==> config.mk <==
export PLATFORM = sky130hd
export DESIGN_NAME = pcileech_com_txser
export DESIGN_NICKNAME = d
export VERILOG_FILES = /design/src/rtl/pcileech_com_pkg.sv /design/src/rtl/pcileech_com_txser.sv
export SDC_FILE = /design/constraint.sdc
export NUM_CORES = 1
export LEC_CHECK = 0
export ABC_AREA = 1
export CORE_UTILIZATION = 54
export CTS_CLUSTER_DIAMETER = 50
export DETAILED_ROUTE_END_ITERATION = 16
export PLACE_DENSITY = 0.91
export SYNTH_ARGS = -nofsm -noshare
export SYNTH_HDL_FRONTEND = slang
export SYNTH_SLANG_ARGS = --single-unit
==> constraint.sdc <==
create_clock -name clk -period 3.75 [get_ports clk]
set_input_delay 0.5625 -clock clk [delete_from_list [all_inputs] [get_ports clk]]
set_output_delay 0.5625 -clock clk [all_outputs]
set_load 0.05 [all_outputs]
==> src/rtl/pcileech_com_pkg.sv <==
// Shared definitions for the communication-core serializer.
//   COM_MAGIC        : resync / idle pad dword understood by the far-end 32->64 packer
//   txser_state_t    : serializer FSM state encoding
//   pad_burst_len()  : maps the requested pad burst length into the legal 2..15 range
package pcileech_com_pkg;

  localparam logic [31:0] COM_MAGIC = 32'h66665555;

  // A single magic dword only shifts the far-end packer by one half; two
  // consecutive magic dwords are what it needs to realign. Bursts are
  // therefore never shorter than two dwords, and the 4-bit down-counter
  // caps them at fifteen.
  localparam int unsigned PAD_WORDS_MIN = 2;
  localparam int unsigned PAD_WORDS_MAX = 15;

  typedef enum logic [1:0] {
    ST_IDLE = 2'd0,
    ST_HI   = 2'd1,
    ST_LO   = 2'd2,
    ST_MAG  = 2'd3
  } txser_state_t;

  function automatic logic [3:0] pad_burst_len(input int unsigned words);
    if (words < PAD_WORDS_MIN) begin
      return 4'(PAD_WORDS_MIN);
    end else if (words > PAD_WORDS_MAX) begin
      return 4'(PAD_WORDS_MAX);
    end else begin
      return 4'(words);
    end
  endfunction

endpackage

==> src/rtl/pcileech_com_txser.sv <==
// 64-bit to 32-bit serializer toward the FT601 / Ethernet 32-bit port.
// Sends din[63:32] then din[31:0], inserts magic resync dwords on request and
// as a single pad burst per idle period, and flags data dwords that the far-end
// packer would mistake for a resync pattern.
// Ports:
//   clk, rst_n          : clock, asynchronous active-low reset
//   din/din_valid/din_ready    : 64-bit word input (din_ready is combinational)
//   dout/dout_valid/dout_ready : registered 32-bit dword output
//   resync_req          : one-cycle pulse, asks for a 2-dword magic sequence
//   pad_req             : level, port is starved and wants idle padding
//   collision           : one-cycle pulse after a MAGIC-valued data dword
//                         consumed right behind another MAGIC dword
//   tx_dw_count         : running count of consumed data dwords
module pcileech_com_txser
  import pcileech_com_pkg::*;
#(
  parameter logic [31:0] MAGIC     = COM_MAGIC,
  parameter int unsigned PAD_WORDS = 5
) (
  input  logic        clk,
  input  logic        rst_n,
  input  logic [63:0] din,
  input  logic        din_valid,
  output logic        din_ready,
  output logic [31:0] dout,
  output logic        dout_valid,
  input  logic        dout_ready,
  input  logic        resync_req,
  input  logic        pad_req,
  output logic        collision,
  output logic [31:0] tx_dw_count
);

  localparam logic [3:0] PAD_LEN  = pad_burst_len(PAD_WORDS);
  localparam logic [3:0] SYNC_LEN = 4'd2;

  txser_state_t state_reg, state_next;
  logic [31:0]  dout_reg, dout_next;
  logic         dout_valid_reg, dout_valid_next;
  logic [31:0]  lo_reg, lo_next;
  logic [3:0]   mag_left_reg, mag_left_next;
  logic         sync_pend_reg, sync_pend_next;
  logic         pad_done_reg, pad_done_next;
  logic         last_magic_reg, last_magic_next;
  logic         collision_reg, collision_next;
  logic [31:0]  count_reg, count_next;

  logic load;
  logic consumed;
  logic at_boundary;
  logic sync_now;
  logic data_state;

  always_ff @(posedge clk or negedge rst_n) begin
    if (!rst_n) begin
      state_reg      <= ST_IDLE;
      dout_reg       <= '0;
      dout_valid_reg <= 1'b0;
      lo_reg         <= '0;
      mag_left_reg   <= '0;
      sync_pend_reg  <= 1'b0;
      pad_done_reg   <= 1'b0;
      last_magic_reg <= 1'b0;
      collision_reg  <= 1'b0;
      count_reg      <= '0;
    end else begin
      state_reg      <= state_next;
      dout_reg       <= dout_next;
      dout_valid_reg <= dout_valid_next;
      lo_reg         <= lo_next;
      mag_left_reg   <= mag_left_next;
      sync_pend_reg  <= sync_pend_next;
      pad_done_reg   <= pad_done_next;
      last_magic_reg <= last_magic_next;
      collision_reg  <= collision_next;
      count_reg      <= count_next;
    end
  end

  always_comb begin
    state_next      = state_reg;
    dout_next       = dout_reg;
    dout_valid_next = dout_valid_reg;
    lo_next         = lo_reg;
    mag_left_next   = mag_left_reg;
    pad_done_next   = pad_done_reg;
    last_magic_next = last_magic_reg;
    collision_next  = 1'b0;
    count_next      = count_reg;

    load        = ~dout_valid_reg | dout_ready;
    consumed    = dout_valid_reg & dout_ready;
    data_state  = (state_reg == ST_HI) || (state_reg == ST_LO);
    at_boundary = (state_reg == ST_IDLE) || (state_reg == ST_LO) ||
                  ((state_reg == ST_MAG) && (mag_left_reg == 4'd1));

    // A request arriving in the very cycle of a decision already wins over
    // din, so it is folded in before the registered pending flag exists.
    sync_now       = sync_pend_reg | resync_req;
    sync_pend_next = sync_now;
    din_ready      = load & at_boundary & ~sync_now;

    if (load) begin
      if (state_reg == ST_HI) begin
        // Halves are never split by magic; low half follows directly.
        state_next = ST_LO;
        dout_next  = lo_reg;
      end else if ((state_reg == ST_MAG) && (mag_left_reg != 4'd1)) begin
        mag_left_next = mag_left_reg - 4'd1;
      end else if (sync_now) begin
        state_next      = ST_MAG;
        mag_left_next   = SYNC_LEN;
        dout_next       = MAGIC;
        dout_valid_next = 1'b1;
        sync_pend_next  = 1'b0;
      end else if (din_valid) begin
        state_next      = ST_HI;
        dout_next       = din[63:32];
        lo_next         = din[31:0];
        dout_valid_next = 1'b1;
        pad_done_next   = 1'b0;
      end else if (pad_req && !pad_done_reg) begin
        state_next      = ST_MAG;
        mag_left_next   = PAD_LEN;
        dout_next       = MAGIC;
        dout_valid_next = 1'b1;
        pad_done_next   = 1'b1;
      end else begin
        state_next      = ST_IDLE;
        dout_valid_next = 1'b0;
      end
    end

    if (consumed) begin
      last_magic_next = (dout_reg == MAGIC);
      if (data_state) begin
        count_next     = count_reg + 32'd1;
        collision_next = (dout_reg == MAGIC) & last_magic_reg;
      end
    end
  end

  assign dout        = dout_reg;
  assign dout_valid  = dout_valid_reg;
  assign collision   = collision_reg;
  assign tx_dw_count = count_reg;

endmodule

Yosys cells after proc, flatten, opt, wreduce, memory -nomap -nowiden
Cells that the tools add are included.

storage, ports and cells
  ROM bits = 0
  latch bits = 0
  bits in registers = 107
  output and inout bits = 67
  memories kept = 0
  memory bits (writable) = 0
  input port bits = 70

cells by class
  bitwise logic cells = 10
  reductions and logical operators = 18
  add/subtract/negate cells = 2
  div/mod/pow operators = 0
  shift-type cells = 0
  $mul = 0
  $lt $le $gt $ge = 0
  equal/unequal tests = 8
  mux-type cells = 24

operator list
  kind                                              count
  2-to-1 mux 32 bit                                 5
  adder 32 x 1 -> 32 bit, second input constant     1
  == test 32 x 31 -> 1 bit, second input constant   1
  2-to-1 mux 4 bit                                  4
  2-to-1 mux 1 bit                                  10
  2-to-1 mux 2 bit                                  5
  AND reduction 5 bit                               2
  AND reduction 3 bit                               2
  bitwise AND 1 bit                                 4
  == test 2 bit, second input constant              2
  == test 4 x 1 -> 1 bit, second input constant     1
  != test 4 x 1 -> 1 bit, second input constant     1
  NOT 1 bit                                         4
  AND reduction 2 bit                               2
  AND reduction 4 bit                               1
  nonzero test 4 bit                                1
  subtractor 4 x 1 -> 4 bit, second input constant  1
  logical AND 1 bit                                 3
  logical OR 1 bit                                  3
  != test 3 x 1 -> 1 bit, second input constant     1
  nonzero test 3 bit                                1
  == test 2 x 1 -> 1 bit, second input constant     1
  logical NOT 2 bit                                 1
  != test 2 bit, second input constant              1
  3 further kinds                                   4

Depth between registers and ports, before layout
  depth after elaboration = 7
  depth in mapped cells = 11

Worst setup path before layout
OpenSTA, ideal clock, no wires.

  path type = register to output
  start = reg mag_left_reg[1]
  end = out din_ready
  arrival = 1.540 ns
  path slack = 1.648 ns
  cell stages (with the launch flop) = 7
  required time = 3.188 ns
  path through = dfrtp_1 -> inv_1 -> ha_1 -> nand3_1 -> o21ai_0 -> nand2_1 -> nor2_1

between the ends
  longest elaborated chain between the ends = 5

RTL lines
  item                             RTL line                   text
  start, declared                  pcileech_com_txser.sv:41   logic [3:0] mag_left_reg, mag_left_next;
  start signal, assigned           pcileech_com_txser.sv:71   mag_left_reg <= mag_left_next;
  == test 4 x 1 -> 1 bit           pcileech_com_txser.sv:95   ((state_reg == ST_MAG) && (mag_left_reg == 4'd1));
  logical AND 1 bit                pcileech_com_txser.sv:95
  logical OR 1 bit                 pcileech_com_txser.sv:94   at_boundary = (state_reg == ST_IDLE) || (state_reg == ST_LO) ||
  bitwise AND 1 bit (2 in series)  pcileech_com_txser.sv:101  din_ready = load & at_boundary & ~sync_now;
  end, declared                    pcileech_com_txser.sv:24   output logic din_ready,

No other way between the ends.

Worst setup path in the final report
Same ends and word-level chain as after synthesis.

==> results by stage <==
Global routing:
- The number of global-route vias before repair is between 4000 and 5000.
- Global routing finished with a remaining overflow of 0.
- The first global-routing pass estimated roughly 23000 microns of wire.
- The number of antenna violations at the first check in global routing was 0.
- In the global route stage, overall resource usage came out at 0.2782.
- The pin count of the biggest net entering global routing is between 80 and 90.

Pwr:
- The worst-case vdd ir drop is 0.4760 mV.
- In this run the power density over the cells is 714.6 mW/mm^2.
- The leakage component of the power is roughly 3.3 nW.

Timing:
- In the final timing run, aggregate negative setup slack is 0 ns.
- The total of endpoints with negative setup slack in the final report is 0.
- The total count of hold-check failures in the final report is 0.
- The worst path meets setup with slightly below 0.9 ns of slack.
- Clock skew on the completed layout was measured at 0.01353 ns.
- The number of slew-limit violations in the final report is 0.
- Setup repair after global routing left no endpoint under its margin.
- Static timing analysis puts the maximum clock frequency at approximately 350 MHz.
- For the pin with the worst max-slew slack, the measured transition is roughly 1.0 ns.
- Counting I/O delays and the setup requirement, the final critical path takes between 2 and 3 ns.
- The share of the cycle needed by the critical path after routing is 0.7614.
- The tightest slew margin relative to the limit is 0.3112.

Outcome:
- The flow ran to the end, and the final reports show no timing, DRC or antenna violations.

Clocking:
- The post-cts resize count is 0.
- TritonCTS built the clock tree.
- CTS built an H-tree with a depth of 3.
- Counting along the longest clock path gives a buffer depth of 2.
- In this run, CTS created clock tree buffers numbering 9.
- After clock tree synthesis, the setup repair step added 0 buffers.
- The buffer cell driving the clock tree root is sky130_fd_sc_hd__clkbuf_8.
- The clock latency on the worst-skew pair is 0.36 ns.
- After clock tree synthesis, the clock-pin slew on the worst setup and hold paths is 0.11 ns.
- The number of hold-repair buffers added at the cts stage is 0.
- The clock net in this run drives a total of 107 sinks.

Synth:
- Synthesis produced about 700 cells.
- Counting distinct cell types in the post-synthesis netlist gives 28.
- The sequential fraction of the synthesis area is 0.4891.
- In this run the cell area of the synthesized design comes to between 0.005 and 0.006 sq mm.
- The main combinational cell family by area after synthesis is simple AND/OR/NAND/NOR gates.
- The post-synthesis net count is 785.
- The post-synthesis register bit count is around 110.
- The mux share of post-synthesis cell area is 0.
- The xor-xnor portion of the synthesized cell area is 0.02880.
- The synthesized area per cell is 7.732 sq um.
- Of the total synthesized cell area, the portion taken by full adders, half adders and majority gates is 0.01600.
- The complex-gate fraction of the synthesized area is 0.1001.
- During synthesis, Yosys emitted a total of 0 warnings.
- Of the total synthesized cell area, the portion taken by AND, OR, NAND and NOR gates is 0.2974.

Floorplan:
- The initialized floorplan defines 36 standard-cell rows.
- The total I/O pin count is about 140.
- The overall die area is ~0.011 sq mm.
- The horizontal die dimension is ~100 microns.
- The floorplan step defined a core boundary enclosing about 0.0098 sq mm.
- The overall die height is roughly 100 microns.
- The effective utilization at floorplan is 0.5575.

Finish:
- After the flow finishes, the layout carries non-filler instances totaling approximately 1000.
- The number of nets in the finished design is between 900 and 1000.
- In the final layout, the share of cells above drive strength 1 is 0.05131.
- The total area of multi-input combinational cells is around 0.0024 sq mm.
- After filler insertion, the fill cell instance count of the layout stands at 788.
- The sequential cell area is between 0.002 and 0.003 sq mm.
- The area growth from synthesis to layout is 28.94%.
- The antenna diode count is 0.

Detailed routing:
- Once detail routing completed, the nets flagged for antenna violations numbered 0.
- After detailed routing, the average wire length per cell comes to 14.32 microns.
- The first routing iteration left about 250 violations.
- The DRC violation count after routing is 0.
- Across all layers, the routed design uses 5156 vias.
- The routed design has around 14000 microns of wire.
- The count of TritonRoute iterations in the first routing pass is 5.
- Dividing the detail-routed via count by the number of cells gives ~5.3.

Critical path:
- The launching element type of the critical path is a flip-flop.
- At the worst endpoint, the required time is roughly 3.2 ns.
- By startpoint and endpoint, the worst setup path is classified as flip-flop to primary output.
- For the worst setup path, the data arrival time is approximately 2.3 ns.
- The cell at the slowest stage of the critical path is sky130_fd_sc_hd__clkdlybuf4s50_1.
- The worst setup path is captured at a primary output.
- The family with the most delay on the worst path is buffers and inverters.
- Walking the worst path, the cells encountered are inv_1, ha_1, nand3_1, o21ai_0, nand2_1, nor2_1, clkdlybuf4s50_1.
- The number of buffers and inverters on the critical path is 2.
- The largest stage delay on the critical path is about 0.81 ns.
- In this run the worst path has a maximum fanout of 3.

Placed design:
- Before CTS, the worst setup slack after placement is ~0.98 ns.
- The half-perimeter wire length after detailed placement is 10090 microns.
- The routability-driven placement congestion ratio is about 0.86.
- The quantity of I/O buffers inserted on ports is 136.
- The instance count after placement with tap cells included is 956.

Job:
- The tool flagged a number of max-cap violations equal to 0.

Hold path:
- The worst min-delay path class is primary input to asynchronous set/reset pin.
[metrics by stage]
| step | instance area (sq um) | utilization | power, mW | hold WS, ns |
|---|---|---|---|---|
| global placement | 6883 | 0.7009 | 4.274 | 0.4651 |
| detailed placement | 6883 | 0.7009 | 4.384 | 0.4822 |
| floorplan | 5474 | - | 3.572 | 0.2669 |
| global route | 7058 | 0.7188 | 5.348 | 0.4572 |
| finish | 7058 | 0.7188 | 5.044 | 0.3578 |
| CTS | 7058 | 0.7188 | 5.040 | 0.4167 |
[worst register-to-register path, stage by stage (launching register included)]
cell	delay, ns
sky130_fd_sc_hd__dfrtp_1	0.42
sky130_fd_sc_hd__inv_1	0.12
sky130_fd_sc_hd__ha_1	0.21
sky130_fd_sc_hd__buf_4	0.36
sky130_fd_sc_hd__inv_2	0.10
sky130_fd_sc_hd__nand3_1	0.09
sky130_fd_sc_hd__nand2_1	0.08
sky130_fd_sc_hd__inv_2	0.08
sky130_fd_sc_hd__nand2_4	0.30
sky130_fd_sc_hd__o21ai_0	0.39
[layout make-up]
class / count / area share
flip-flops and latches: 107 / 0.3794
multi-input cells: 515 / 0.3430
repair buffers: 140 / 0.1968
inverters: 61 / 0.03244
well taps: 133 / 0.02358
clock buffers: 10 / 0.01950
clock inverters: 5 / 0.005318
[power by group]
part	internal (mW)	total (mW)	switching, mW
clock network	0.261	0.667	0.406
logic	0.793	2.51	1.72
registers	1.56	1.86	0.305
[cells in the mapped netlist]
library cell               instances  area share
sky130_fd_sc_hd__ha_1              7       0.016
sky130_fd_sc_hd__nand3b_1          6      0.0082
sky130_fd_sc_hd__inv_2             3      0.0021
sky130_fd_sc_hd__nor2_8            1      0.0037
sky130_fd_sc_hd__nand2_4           3      0.0062
sky130_fd_sc_hd__a22oi_1           1      0.0014
sky130_fd_sc_hd__o21ai_1           9      0.0082
sky130_fd_sc_hd__nor2_2            5      0.0057
sky130_fd_sc_hd__clkbuf_2          3      0.0027
sky130_fd_sc_hd__xor2_1           12       0.019
sky130_fd_sc_hd__nand3_1          23       0.021
sky130_fd_sc_hd__buf_2             6      0.0055
sky130_fd_sc_hd__and3_1            1      0.0011
sky130_fd_sc_hd__dfrtp_1         107        0.49
sky130_fd_sc_hd__nand2_1         239        0.16
sky130_fd_sc_hd__clkbuf_1          7      0.0048
sky130_fd_sc_hd__nand2_2           5      0.0057
sky130_fd_sc_hd__nand3_2           1      0.0018
sky130_fd_sc_hd__nor2_4            5       0.010
sky130_fd_sc_hd__xnor2_1           6      0.0096
sky130_fd_sc_hd__buf_4             7      0.0096
sky130_fd_sc_hd__buf_6             2      0.0041
sky130_fd_sc_hd__nor2_1           71       0.049
sky130_fd_sc_hd__nor3_1           13       0.012
sky130_fd_sc_hd__a21oi_1          20       0.018
sky130_fd_sc_hd__o21ai_0          79       0.072
sky130_fd_sc_hd__inv_1            58       0.040
sky130_fd_sc_hd__nand4_1           8      0.0091
[metal layers]
| metal | share of wire | GRT usage |
|---|---|---|
| met3 | 0.070 | 0.03458 |
| met4 | 0.015 | 0.09121 |
| met2 | 0.51 | 0.4882 |
| met5 | 0 | 0 |
| met1 | 0.41 | 0.3574 |
[cell families after synthesis]
logic type / Yosys count
buffers and inverters: 86
DFF: 107
xor gates and xnor gates: 18
adders and majority gates: 7
and+or+nand+nor: 381
AOI/OAI and AO/OA: 109
[layout by cell type (no fill, tap or decap)]
cell type	Yosys	routed
sky130_fd_sc_hd__a21oi_1	20	20
sky130_fd_sc_hd__a22oi_1	1	1
sky130_fd_sc_hd__and3_1	1	1
sky130_fd_sc_hd__buf_4	7	5
sky130_fd_sc_hd__clkbuf_8	0	10
sky130_fd_sc_hd__clkdlybuf4s50_1	0	135
sky130_fd_sc_hd__clkinv_2	0	1
sky130_fd_sc_hd__clkinvlp_4	0	2
sky130_fd_sc_hd__dfrtp_1	107	107
sky130_fd_sc_hd__ha_1	7	7
sky130_fd_sc_hd__inv_1	58	58
sky130_fd_sc_hd__inv_2	3	3
sky130_fd_sc_hd__inv_6	0	2
sky130_fd_sc_hd__nand2_1	239	239
sky130_fd_sc_hd__nand2_2	5	5
sky130_fd_sc_hd__nand2_4	3	3
sky130_fd_sc_hd__nand3_1	23	23
sky130_fd_sc_hd__nand3_2	1	1
sky130_fd_sc_hd__nand3b_1	6	6
sky130_fd_sc_hd__nand4_1	8	8
sky130_fd_sc_hd__nor2_1	71	71
sky130_fd_sc_hd__nor2_2	5	5
sky130_fd_sc_hd__nor2_4	5	5
sky130_fd_sc_hd__nor2_8	1	1
sky130_fd_sc_hd__nor3_1	13	13
sky130_fd_sc_hd__o21ai_0	79	79
sky130_fd_sc_hd__o21ai_1	9	9
sky130_fd_sc_hd__xnor2_1	6	6
sky130_fd_sc_hd__xor2_1	12	12
[worst paths after layout]
path	slack, ns	start	to	cells past startpoint
min in group clk	0.50	lo_reg[30]$_DFFE_PN0P_	lo_reg[30]$_DFFE_PN0P_	2
worst min register to register	0.50	lo_reg[30]$_DFFE_PN0P_	lo_reg[30]$_DFFE_PN0P_	2
max in group asynchronous	2.45	rst_n	lo_reg[6]$_DFFE_PN0P_	2
worst max register to register	1.50	state_reg[1]$_DFFE_PN0P_	dout[18]$_DFFE_PN0P_	9
worst min-delay path	0.36	rst_n	tx_dw_count[4]$_DFFE_PN0P_	1
worst max-delay path	0.89	mag_left_reg[1]$_DFFE_PN0P_	din_ready	7
(Power assumes the default switching activity.)
